**config.mk**
```make
export PLATFORM = sky130hd
export DESIGN_NAME = envelope_vca
export DESIGN_NICKNAME = d
export VERILOG_FILES = /design/src/rtl/envelope_vca.sv
export SDC_FILE = /design/constraint.sdc
export NUM_CORES = 1
export LEC_CHECK = 0
export CAP_MARGIN = 0
export CORE_MARGIN = 2
export CORE_UTILIZATION = 35
export CTS_BUF_LIST = sky130_fd_sc_hd__clkbuf_16
export DETAILED_ROUTE_END_ITERATION = 6
export GPL_TIMING_DRIVEN = 0
export MAX_ROUTING_LAYER = met4
export SLEW_MARGIN = 20
export SYNTH_ARGS = -nofsm -noshare
export SYNTH_HDL_FRONTEND = slang
export SYNTH_SLANG_ARGS = --single-unit
```
**constraint.sdc**
```tcl
create_clock -name clk -period 16.1 [get_ports clk]
set_clock_uncertainty 0.05 [all_clocks]
set_input_delay 1.61 -clock clk [delete_from_list [all_inputs] [get_ports clk]]
set_output_delay 1.61 -clock clk [all_outputs]
set_load 0.005 [all_outputs]
```
**src/rtl/envelope_vca.sv**
```systemverilog
// ADSR envelope generator driven by a note gate, scaling the Q2.14 filter stream.
// dout is din times env (env read as unsigned ~1.0), registered for one cycle.
module envelope_vca #(
    parameter int                   DATA_WIDTH    = 16,
    parameter int                   ENV_WIDTH     = 16,
    parameter int                   RATE_DIV      = 1,
    parameter logic [ENV_WIDTH-1:0] ATTACK_STEP   = 16'h1000,
    parameter logic [ENV_WIDTH-1:0] DECAY_STEP    = 16'h0800,
    parameter logic [ENV_WIDTH-1:0] SUSTAIN_LEVEL = 16'h8000,
    parameter logic [ENV_WIDTH-1:0] RELEASE_STEP  = 16'h0400
) (
    input  logic                  clk,
    input  logic                  reset,
    input  logic                  gate,
    input  logic [DATA_WIDTH-1:0] din,
    output logic [DATA_WIDTH-1:0] dout,
    output logic [ENV_WIDTH-1:0]  env,
    output logic [2:0]            state,
    output logic                  active
);
    localparam int CW = (RATE_DIV > 1) ? $clog2(RATE_DIV) : 1;
    localparam logic [CW-1:0] CNT_MAX = CW'(RATE_DIV - 1);

    typedef enum logic [2:0] {
        S_IDLE    = 3'd0,
        S_ATTACK  = 3'd1,
        S_DECAY   = 3'd2,
        S_SUSTAIN = 3'd3,
        S_RELEASE = 3'd4
    } state_t;

    state_t                state_q, state_nxt;
    logic [ENV_WIDTH-1:0]  env_q, env_nxt;
    logic [CW-1:0]         cnt;
    logic                  tick, gate_d, rise;
    logic [ENV_WIDTH:0]    att_sum, dec_diff;
    logic signed [DATA_WIDTH+ENV_WIDTH:0] prod;

    assign tick = (cnt == CNT_MAX);
    assign rise = gate & ~gate_d;

    always_ff @(posedge clk or negedge reset) begin
        if (!reset) begin
            cnt    <= '0;
            gate_d <= 1'b0;
        end else begin
            cnt    <= tick ? '0 : cnt + 1'b1;
            gate_d <= gate;
        end
    end

    // Extra top bit catches attack overflow and decay underflow.
    assign att_sum  = {1'b0, env_q} + {1'b0, ATTACK_STEP};
    assign dec_diff = {1'b0, env_q} - {1'b0, DECAY_STEP};

    always_comb begin
        state_nxt = state_q;
        env_nxt   = env_q;
        case (state_q)
            S_IDLE: begin
                env_nxt = '0;
                if (rise) state_nxt = S_ATTACK;
            end
            S_ATTACK: begin
                if (!gate) state_nxt = S_RELEASE;
                else if (tick) begin
                    if (att_sum[ENV_WIDTH]) begin
                        env_nxt   = '1;
                        state_nxt = S_DECAY;
                    end else begin
                        env_nxt = att_sum[ENV_WIDTH-1:0];
                    end
                end
            end
            S_DECAY: begin
                if (!gate) state_nxt = S_RELEASE;
                else if (tick) begin
                    if (dec_diff[ENV_WIDTH] || dec_diff[ENV_WIDTH-1:0] <= SUSTAIN_LEVEL) begin
                        env_nxt   = SUSTAIN_LEVEL;
                        state_nxt = S_SUSTAIN;
                    end else begin
                        env_nxt = dec_diff[ENV_WIDTH-1:0];
                    end
                end
            end
            S_SUSTAIN: begin
                if (!gate) state_nxt = S_RELEASE;
                else env_nxt = SUSTAIN_LEVEL;
            end
            S_RELEASE: begin
                // Retrigger keeps the current level so the attack ramps from there.
                if (rise) state_nxt = S_ATTACK;
                else if (tick) begin
                    if (env_q <= RELEASE_STEP) begin
                        env_nxt   = '0;
                        state_nxt = S_IDLE;
                    end else begin
                        env_nxt = env_q - RELEASE_STEP;
                    end
                end
            end
            default: begin
                env_nxt   = '0;
                state_nxt = S_IDLE;
            end
        endcase
    end

    // env is non-negative, so the multiply never grows |din|.
    assign prod = $signed(din) * $signed({1'b0, env_q});

    always_ff @(posedge clk or negedge reset) begin
        if (!reset) begin
            state_q <= S_IDLE;
            env_q   <= '0;
            dout    <= '0;
        end else begin
            state_q <= state_nxt;
            env_q   <= env_nxt;
            dout    <= DATA_WIDTH'(prod >>> ENV_WIDTH);
        end
    end

    assign env    = env_q;
    assign state  = state_q;
    assign active = (state_q != S_IDLE);
endmodule

```
# == Word level (Yosys, flattened, before mapping) ==
# Index checks and enable logic that the tools add are counted.
# classes
addsub,4
multipliers,1
magnitude_cmp,2
n_eq_ne,19
n_mux,24
bitwise_logic,2
reduce_logical,5
# ops
op,count
two-way mux 16 bit,10
case mux 16 bit (4 select lines),1
two-way mux 3 bit,11
multiplier 16 x 17 -> 32 bit,1
!= test 2 bit (second input constant),9
!= test 3 bit (second input constant),6
adder 16 x 13 -> 17 bit (second input constant),1
subtractor 16 x 12 -> 17 bit (second input constant),1
less-or-equal comparator 16 x 11 -> 1 bit (second input constant),1
less-or-equal comparator 16 bit (second input constant),1
subtractor 16 x 11 -> 16 bit (second input constant),1
case mux 3 bit (5 select lines),1
AND reduction 8 bit,1
AND reduction 7 bit,1
== test 3 x 2 -> 1 bit (second input constant),2
== test 3 x 1 -> 1 bit (second input constant),1
== test 3 bit (second input constant),1
zero test 3 bit,1
nonzero test 3 bit,1
adder 1 bit (second input constant),1
bitwise AND 1 bit,1
logical OR 1 bit,1
two-way mux 1 bit,1
inverter 1 bit,1
# word_totals
register_bits,37
in_bits,19
output_inout_bits,36
word_cells,62

# == Longest topological paths before layout ==
# logic_depth
depth_word,7
ltp_mapped,22
depth_no_buf,21

# == Worst setup path before layout ==
# Ideal clock, no wire load.
# synth_path
path_kind,input to register
start,input din[10]
end,register dout[10]
setup_ns,0.080
arrival_ns,6.792
slack_ns,9.178
path_stages,21
path_buffers,1
cell_sequence,clkbuf_1 nand2_1 fa_1 xnor2_1 ha_1 a21o_1 inv_1 fa_1 inv_1 fa_1 fa_1 inv_1 fa_1 inv_1 ha_1 nand2_1 nor2_1 a221oi_1 a31oi_1 a2111oi_0 xnor2_1
# synth_via
elab_chain_len,1
# synth_rtl
item,line,text
start: declaration,15,"input logic [DATA_WIDTH-1:0] din,"
multiplier 16 x 17 -> 32 bit,110,"assign prod = $signed(din) * $signed({1'b0, env_q});"
net prod[26],37,logic signed [DATA_WIDTH+ENV_WIDTH:0] prod;
end signal: assignment,120,dout <= DATA_WIDTH'(prod >>> ENV_WIDTH);
end: declaration,16,"output logic [DATA_WIDTH-1:0] dout,"
# The timed path passes the listed nets, and every way through them passes these cells.
# A chain may end at the register's enable or synchronous reset.

# == Worst setup path in the final report ==
# layout_path
start,input din[6]
end,register dout[10]
# Same word-level chain as after synthesis.

==> flow_summary.ini <==
[timing]
clock.fmax_ghz = 0.124
slew_headroom_pct = 44.8
finalHoldViolCount = 0
finalCriticalPeriod_ns = 8.07
worst_slew_pin_slew_ns = 0.823
period_share_pct = 50.1
whs_ns = 0.663
tns_ns = 0
drv_slew = 0
setup_viol = 0
rsz0062_at_grt = false

[final_layout]
diodes = 0
layout-drive-gt1-share_pct = 2.50
syn_to_final_growth_pct = 12.0
final_common_cell = inv_1
mostFrequentLayoutCells = inv_1 (213), fa_1 (131), ha_1 (124)
fin_util_pct = 39.6
fin_nets = 1276

[outcome]
status = finished, final reports clean

[detailed_routing]
viasPerCell = 4.87
vias = 6425
detail_route.wl_per_cell_um = 14.9
drc = 0
drtPass1Iterations = 4
wl_mm = 19.6
first_iter_violations = 407
antenna_left = 0

[worst_setup_path]
cp_common_cell = inv_1
slowest_delay_ns = 0.54
cpMaxStageDelayCell = clkdlybuf4s50_1
cp.required_ns = 16.25
critical_path.top_delay_family = adder cells
cp-end-kind = flip-flop
crit_chain = clkdlybuf4s50_1, clkbuf_1, o21ai_0, a21oi_1, inv_1, fa_1, inv_1, ha_1, xnor2_1, fa_1, inv_1, fa_1, inv_1, fa_1, inv_1, ha_1, a21oi_1, o21ai_0, a221oi_1, a31oi_1, a2111oi_0, xnor2_1
critPathMaxFanout = 10
critPathBufInv = 7
arrival_ns = 8.22
critical_path_class = in -> reg
crit_path_start_kind = input port

[global_route]
grt_pass1_vias = 6510
grt.total_usage_pct = 17.5
antenna_found_initial = 0
grt.overflow.total = 0
grt_pass1_wl_mm = 33.1
grt_max_degree = 28

[floorplan]
io_pins = 55
die_area_mm2 = 0.0248
die_w_um = 158
start_util_pct = 35.4
rows = 56
coreArea_mm2 = 0.0233
die_h_um = 158

[flow_run]
drv_cap = 0

[yosys]
syn_area_mm2 = 0.00825
ys_types = 61
ys_seq_elements = 27
yosysWarningCount = 0
syn_avg_cell_area_um2 = 8.72
synth_top_area_share_pct = 31.8
ys_seq_area_share_pct = 8.19
synth_edf_count = 0
syn_nets = 1220
synthCells = 946
synth-main-ff-cell = dfrtp_1
synth_area_leaders = fa_1 (32%), ha_1 (19%), inv_1 (9.7%), dfrtp_1 (8.2%), nand2_1 (5.1%)
async_flop_share_pct = 100
synth_top_cell_by_area = fa_1

[clocking]
ctsResizeCount = 0
ctsHtreeMaxLevel = 1
cts_tree = yes
clock-root-buffer = clkbuf_16
cts.reportedPaths.clkPinSlew_ns = 0.07
cts_max_path_buffers = 2
numCtsBuffers = 3
cts.sinks = 27
cts_setup_buffers = 0
ctsHoldBuffers = 0
insertion_delay_ns = 0.28

[place]
gp_congestion = 0.874
io_buffers = 51
place_hpwl_mm = 17.0

[worst_hold_path]
hold_class = reg -> reg
stage by stage:
step	worst slack [ns]	std cells	instance area [um2]
after floorplan	9.18	946	8250
after global placement	7.85	1316	9160
after detailed placement	7.83	1316	9160
after CTS	8.09	1320	9240
after global routing	7.63	1320	9240
final	8.03	1320	9240
registers in the layout (all words and copies together) (netlist names):
register and count:
dout 16, env 7, state 3, gate_d 1
cells in the mapped netlist (2+ instances only):
cell type and number:
a2111oi_0 2, a211oi_1 4, a21o_1 20, a21oi_1 34, a221oi_1 4, a311oi_1 2, a31o_2 3, a31oi_1 8
a41oi_1 2, and2_1 42, and3_1 4, and4_1 2, buf_4 9, clkbuf_1 27, dfrtp_1 27, fa_1 131
ha_1 124, inv_1 213, nand2_1 111, nand2b_1 6, nand3_1 9, nand4_1 6, nor2_1 31, nor2b_1 4
nor3_1 6, nor3b_1 3, o211ai_1 3, o21ai_0 25, o21ai_1 2, o21bai_1 4, o221ai_1 2, o311ai_0 3
o31ai_1 2, xnor2_1 29, xor2_1 16
worst min-delay path, cell delays in order (launching register included):
cell,delay [ns]
dfrtp_1,0.35
buf_2,0.19
a22o_1,0.15
cell families after synthesis:
kind of cell,synth area share [%]
fa+ha+maj,50.6
flops,8.19
mux,0.440
compound gates,10.9
simple gates,13.3
xor+xnor,4.78
buf+inv,11.8
layer usage:
layer	track usage, %	vias to the layer above	part of all wire, %
met5	-	-	0
met4	3.07	0	1.1
met3	0.991	15	3.4
met2	29.3	116	51
met1	23.7	3216	45
li1	-	3078	-
worst paths after layout:
| kind | from | end | slack, ns | cells past startpoint |
|---|---|---|---|---|
| min in group asynchronous | reset | state[0] | 1.31 | 1 |
| worst min register to register | state[1] | state[1] | 0.66 | 2 |
| worst max register to register | env[8] | dout[12] | 8.95 | 21 |
| max in group asynchronous | reset | dout[0] | 14.22 | 1 |
| worst max-delay path | din[6] | dout[10] | 8.03 | 22 |
| worst min-delay path | state[1] | state[1] | 0.66 | 2 |
layout make-up:
cell class,instances,area [um2]
inverter,214,803
clock buffer,3,75.1
multi-input combinational,668,6600
fill,2387,14100
buffer,37,174
sequential,27,676
timing repair buffer,51,505
tap,319,399
clock inverter,1,7.51
Power is not shown: default switching activity piles up to over one toggle a cycle in this logic, so the estimate is an artifact.
